--- src/rtl/serial_tc_pkg.sv ---
// serial_tc_pkg: mode encoding shared by the serial two's-complement unit.
package serial_tc_pkg;
  localparam int MODE_W = 2;
  typedef enum logic [MODE_W-1:0] {PASS = 2'b00, NEG = 2'b01, ABS = 2'b10, RSVD = 2'b11} mode_t;
endpackage

--- src/rtl/serial_neg_cell.sv ---
// serial_neg_cell: seen_one flop for the LSB-first Mealy negate rule.
module serial_neg_cell (
  input  logic clk,
  input  logic reset,
  input  logic clr,
  input  logic en,
  input  logic d,
  output logic seen
);
  always_ff @(posedge clk or negedge reset)
    if (!reset) seen <= 1'b0;
    else seen <= clr ? 1'b0 : en ? (seen | d) : seen;
endmodule

--- src/rtl/serial_twos_comp_unit.sv ---
// serial_twos_comp_unit: LSB-first serial PASS/NEG/ABS with overflow flag.
// Define SERIAL_TC_SAT_EN to saturate the most-negative NEG/ABS word to 0 followed by ones.
module serial_twos_comp_unit
  import serial_tc_pkg::*;
#(
  parameter int WIDTH = 8
) (
  input  logic        clk,
  input  logic        reset,
  input  logic        in_valid,
  input  logic        in_bit,
  input  logic [1:0]  mode,
  output logic        out_valid,
  output logic        out_bit,
  output logic        out_last,
  output logic        ovf
);
  localparam int CW = $clog2(WIDTH);
  localparam logic [WIDTH-1:0] MIN_WORD = {1'b1, {(WIDTH-1){1'b0}}};
  logic [CW-1:0] cnt, emit_cnt;
  logic [WIDTH-2:0] cap;
  logic [WIDTH-1:0] word, out_reg, load_word;
  mode_t cap_mode;
  logic busy, out_neg, out_ovf, load, last, seen, neg_mode, ovf_w, load_neg;
  assign word = {in_bit, cap};
  assign load = in_valid && cnt == CW'(WIDTH - 1);
  assign last = emit_cnt == CW'(WIDTH - 1);
  assign neg_mode = cap_mode == NEG || (cap_mode == ABS && in_bit);
  assign ovf_w = neg_mode && word == MIN_WORD;
`ifdef SERIAL_TC_SAT_EN
  assign load_word = ovf_w ? ~MIN_WORD : word;
  assign load_neg = neg_mode && !ovf_w;
`else
  assign load_word = word;
  assign load_neg = neg_mode;
`endif
  always_ff @(posedge clk or negedge reset)
    if (!reset) begin
      cnt      <= '0;
      cap      <= '0;
      cap_mode <= PASS;
      out_reg  <= '0;
      out_neg  <= 1'b0;
      out_ovf  <= 1'b0;
      emit_cnt <= '0;
      busy     <= 1'b0;
    end else begin
      if (in_valid) begin
        cnt <= load ? '0 : cnt + CW'(1);
        cap <= word[WIDTH-1:1];
        if (cnt == '0) cap_mode <= mode_t'(mode);
      end
      // a new word overrides the final emit cycle of the previous one, so back-to-back output is gapless
      if (load) begin
        out_reg  <= load_word;
        out_neg  <= load_neg;
        out_ovf  <= ovf_w;
        emit_cnt <= '0;
        busy     <= 1'b1;
      end else if (busy) begin
        out_reg  <= out_reg >> 1;
        emit_cnt <= emit_cnt + CW'(1);
        busy     <= !last;
      end
    end
  serial_neg_cell u_neg (
    .clk   (clk),
    .reset (reset),
    .clr   (load),
    .en    (busy),
    .d     (out_reg[0]),
    .seen  (seen)
  );
  assign out_valid = busy;
  assign out_bit   = busy & (out_reg[0] ^ (out_neg & seen));
  assign out_last  = busy & last;
  assign ovf       = busy & last & out_ovf;
endmodule

--- config.mk ---
export PLATFORM = sky130hd
export DESIGN_NAME = serial_twos_comp_unit
export DESIGN_NICKNAME = d
export VERILOG_FILES = /design/src/rtl/serial_tc_pkg.sv /design/src/rtl/serial_neg_cell.sv /design/src/rtl/serial_twos_comp_unit.sv
export SDC_FILE = /design/constraint.sdc
export NUM_CORES = 1
export LEC_CHECK = 0
export ABC_CLOCK_PERIOD_IN_PS = 1700
export BUFFER_PORTS_ARGS = -buffer_cell sky130_fd_sc_hd__buf_2
export CAP_MARGIN = 25
export CORE_UTILIZATION = 57
export CTS_CLUSTER_SIZE = 30
export DETAILED_ROUTE_END_ITERATION = 8
export PLACE_DENSITY = 0.75
export SLEW_MARGIN = 20
export SYNTH_ARGS = -nofsm -noshare
export SYNTH_HDL_FRONTEND = slang
export SYNTH_SLANG_ARGS = --single-unit
--- constraint.sdc ---
create_clock -name clk -period 1.7 [get_ports clk]
set_input_delay 0.51 -clock clk [delete_from_list [all_inputs] [get_ports clk]]
set_output_delay 0.51 -clock clk [all_outputs]
set_load 0.01 [all_outputs]
# Word level (Yosys, flattened, before mapping)
# Index checks and enable logic that the tools add are counted.
[word_totals]
register_bits = 27
input_bits = 6
output_inout_bits = 4
[op_classes]
add_sub_neg = 2
n_eq_ne = 5
n_mux = 9
bitwise_logic = 6
n_reduce_logical = 8
[ops]
columns = ["cell", "count"]
rows = [
  ["$mux 8", 2],
  ["$mux 3", 3],
  ["$eq 8x8->1 const B", 1],
  ["$add 3x1->3 const B", 2],
  ["$eq 3x3->1 const B", 2],
  ["$and 1x1->1", 4],
  ["$mux 1", 4],
  ["$logic_and 1x1->1", 3],
  ["$logic_not 3->1", 1],
  ["$eq 2x1->1 const B", 1],
  ["$eq 2x2->1 const B", 1],
  ["$reduce_and 2->1", 1],
  ["$reduce_bool 2->1", 1],
  ["$logic_not 1->1", 1],
  ["$logic_or 1x1->1", 1],
  ["$or 1x1->1", 1],
  ["$xor 1x1->1", 1],
]

# Longest topological paths before layout
[logic_depth]
ltp_word = 4
ltp_mapped = 7

# Hierarchy
# A second synthesis with hierarchy kept.
[unflattened]
hier_cells = 108
area_unflattened_um2 = 1257.5
[by_module_without_submodules]
columns = ["mod", "instances", "cells_each", "area_per_inst_um2"]
rows = [
  ["serial_twos_comp_unit", 1, 105, 1223.7],
  ["serial_neg_cell", 1, 3, 33.8],
]

# Worst setup path before layout
# OpenSTA, ideal clock, no wires.
[synth_timing]
path_kind = "register to output"
from = "register emit_cnt[0]"
to = "output ovf"
arrival_ns = 0.939
t_required_ns = 1.190
slack_ns = 0.251
stages_incl_launch_ff = 4
path_buffers = 0
path_cell_list = "dfrtp_1 > ha_1 > ha_1 > and3_1"
[synth_via]
elab_chain_len = 3
[synth_lines]
columns = ["item", "line", "text"]
rows = [
  ["from (decl)", "serial_twos_comp_unit.sv:20", "logic [CW-1:0] cnt, emit_cnt;"],
  ["from (signal assigned)", "serial_twos_comp_unit.sv:62", "emit_cnt <= emit_cnt + CW'(1);"],
  ["$eq 3x3->1", "serial_twos_comp_unit.sv:27", "assign last = emit_cnt == CW'(WIDTH - 1);"],
  ["$and 1x1->1 (2 in a row)", "serial_twos_comp_unit.sv:77", "assign ovf = busy & last & out_ovf;"],
  ["to (decl)", "serial_twos_comp_unit.sv:16", "output logic ovf"],
]
# No other way between the ends.

# Worst setup path after layout
[layout_timing]
from = "register emit_cnt[1]"
to = "output ovf"
# Same word-level chain as after synthesis.

==> summary.md <==
| Metric | Value |
|---|---|
| Status | `finished, violations left` |
| Failing checks | `setup timing` |
| Area taken by multi-input logic gates | `527 um2` |
| Max Transition Viols Final | `0` |
| XOR/XNOR Fraction of Synth Area | `1.40%` |
| # rows | `16` |
| CTS tree | `done` |
| Final hold vios | `0` |
| Final period util | `110%` |
| Antenna violations before repair | `0` |
| Most common cell in the netlist | `dfrtp_1` |
| Mapped Avg Cell Area | `11.6 um2` |
| Synth-to-layout area growth | `11.6%` |
| Simple-gate share of the synthesized area | `11.2%` |
| Worst Setup End Kind | `output pin` |
| Post-Syn Nets | `119` |
| Post-synth top area share | `54.1%` |
| Dpl cells | `142` |
| Synth area leaders | `dfrtp_1, mux2_2, mux2i_1, ha_1, nand2_1` |
| Max_slew headroom | `60.9%` |
| Hold buffers post-CTS | `0` |
| Pwr/cell area | `1490 mW/mm2` |
| First-pass GRT wire length | `3390 um` |
| Largest family of logic cells by synthesized area | `multiplexers` |
| RR Endpoint | `out_ovf` |
| Final setup viols | `2` |
| Clock Sinks | `27` |
| Top cells by count, synth | `dfrtp_1, nand2_1, mux2_2, mux2i_1, nor2_1` |
| Ant diodes | `0` |
| Post-synth EDFFs | `0` |
| Synth warnings | `0` |
| Clk_lat worst skew | `0.31 ns` |
| Final Total Pwr | `0.00208 W` |
| CP Max Fanout | `3` |
| Total congestion overflow | `0` |
| Gp weighted congestion | `0.757` |
| Detailed Place HPWL | `1330 um` |
| Total CTS buffers | `3` |
| Reg clk slew, reported paths | `0.13 ns` |
| PnR worst setup slack | `-0.177 ns` |
| Avg Vias per Cell | `5.42` |
| Vias | `802` |
| Synthesized instance count | `108` |
| Root Buffer | `clkbuf_4` |
| Family with the most delay on the worst path | `flip-flops` |
| R2r worst-path depth | `6` |
| Largest net degree at the start of global routing | `28` |
| Reg-to-Reg Start | `cnt[0]` |
| Largest area contributor in the netlist | `dfrtp_1` |
| Max FFs per register | `8` |
| RSZ-0062 raised after global routing | `yes` |
| DRC | `0` |
| Predominant post-synthesis flop cell | `dfrtp_1` |
| FF-to-FF setup slack | `0.13 ns` |
| Complex-gate fraction of the synthesized area | `7.41%` |
| Min-Delay Path Class | `input pin to asynchronous set/reset pin` |
| Die H | `48.8 um` |
| Setup TNS | `-0.340 ns` |
| DR WL/cell | `13.1 um` |
| Total wire length | `1950 um` |
| Critical path buffers and inverters | `1` |
| Dpl cell area | `0.00132 mm2` |
| Static Leakage | `0.635 nW` |
| CORE AREA | `0.00200 mm2` |
| Final Instance Area | `0.00139 mm2` |
| Critical Path Source Type | `flip-flop` |
| Yosys reg bits | `27` |
| Die area | `0.00238 mm2` |
| Post-synthesis sequential area ratio | `54.1%` |
| Vias in the first global route | `744` |
| Cell variety after synth | `24` |
| 1st-iter DRT viols | `14` |
| TritonRoute pass-1 iters | `4` |
| Port buffer count | `9` |
| Worst Skew | `0.000976 ns` |
| Worst Tran Pin Value | `0.587 ns` |
| Ys async rst share | `100%` |
| Pre-CTS setup slack | `0.116 ns` |
| Total routing usage reported by global routing | `18.6%` |
| Mux contribution to synthesized area | `15.3%` |
| H-tree levels | `1` |
| Clk buf depth | `2` |
| Fraction of layout cells with a size suffix above 1 | `27.3%` |
| Layout fillers | `155` |
| Period minus WS final | `1.88 ns` |
| Fin nets | `133` |
| Die Width | `48.8 um` |
| Crit-path slowest cell | `dfrtp_1` |
| Max Cap Viol | `0` |
| Synthesized cell area | `0.00125 mm2` |
| WP data required | `1.19 ns` |
| Starting density of the core | `62.4%` |
| Post-synthesis adder-cell area fraction | `5.01%` |
| Crit path cell chain | `ha_2 > ha_4 > and3_4 > buf_6` |
| Post-route ant nets | `0` |
| Reg area | `677 um2` |
| Post-Layout Cell Count | `148` |
| Ports | `10` |
| Max Freq | `533 MHz` |
| CP max stage delay | `0.42 ns` |
| Data arrival time of the critical path | `1.37 ns` |
| CP Class | `flip-flop to output pin` |
| Peak supply drop | `0.000891 V` |
-- placed cells by master (no fill, tap or decap), types with 2 or more instances in the layout --
| cell type | count |
|---|---|
| o21ai_0 | 7 |
| ha_1 | 3 |
| clkbuf_4 | 3 |
| nand2b_1 | 2 |
| mux2i_1 | 9 |
| buf_2 | 7 |
| buf_6 | 2 |
| o22ai_1 | 2 |
| mux2_2 | 9 |
| nand2_1 | 14 |
| dfrtp_1 | 26 |
| xnor2_1 | 2 |
| o21ai_1 | 2 |
| inv_1 | 4 |
| and2_1 | 2 |
| nor2_1 | 8 |
| buf_4 | 5 |
-- power by group --
part,switching [W],internal [W]
logic,0.000320,0.000404
clock network,0.000173,0.0000916
registers,0.000196,0.000896
total,0.000689,0.00139
-- worst max-delay path by stage --
stage / start / to / slack (ns) / depth (start not counted)
after floorplan: emit_cnt[0] / ovf / 0.25 / 3
after CTS: emit_cnt[1] / ovf / -0.19 / 4
after global placement: emit_cnt[0] / ovf / 0.15 / 4
after detailed placement: emit_cnt[0] / ovf / 0.12 / 4
after global routing: emit_cnt[1] / ovf / -0.21 / 4
final: emit_cnt[1] / ovf / -0.18 / 4
-- cells by family (layout without fill, tap and decap cells) --
logic type	after synthesis	count (layout)
AOI/OAI and AO/OA	15	15
xor gates and xnor gates	2	2
adders and majority gates	5	5
buffers and inverters	10	23
DFF	27	27
muxes	18	18
and+or+nand+nor	31	31
-- worst reg2reg max path, cell delays in order (launching register included) --
cell and delay (ns):
dfrtp_1 0.43, ha_1 0.21, ha_1 0.22, and2_1 0.26
buf_12 0.18, nor2_1 0.12, a211oi_2 0.06
-- per-layer routing --
metal | GRT usage (%) | routed length, um | vias up
met5 | 0 | 0 | -
met4 | 4.41 | 0 | 0
met3 | 3.74 | 46 | 0
met2 | 31.3 | 956 | 11
met1 | 25.1 | 942 | 399
li1 | - | - | 392
-- layout make-up --
class,instances,area share [%]
Clock buffer,4,1.89
Multi-Input combinational cell,71,37.8
Timing Repair Buffer,15,8.26
Sequential cell,27,48.6
Inverter,4,1.08
Tap cell,27,2.42
-- timing repair --
action / CTS / global route
buffers inserted: 1 / 1
resized for setup: 7 / 1
setup endpoints to repair: 2 / 3
gates cloned: 0 / 0
pin swaps: 2 / 0
-- through the flow --
step / hold WS [ns] / util (%)
final: 0.178 / 69.6
after global routing: 0.226 / 69.6
after detailed placement: 0.501 / 65.8
after global placement: 0.481 / 65.8
after CTS: 0.177 / 69.2
after floorplan: 0.214 / -
Note: power is estimated with default switching activity, not from simulation.
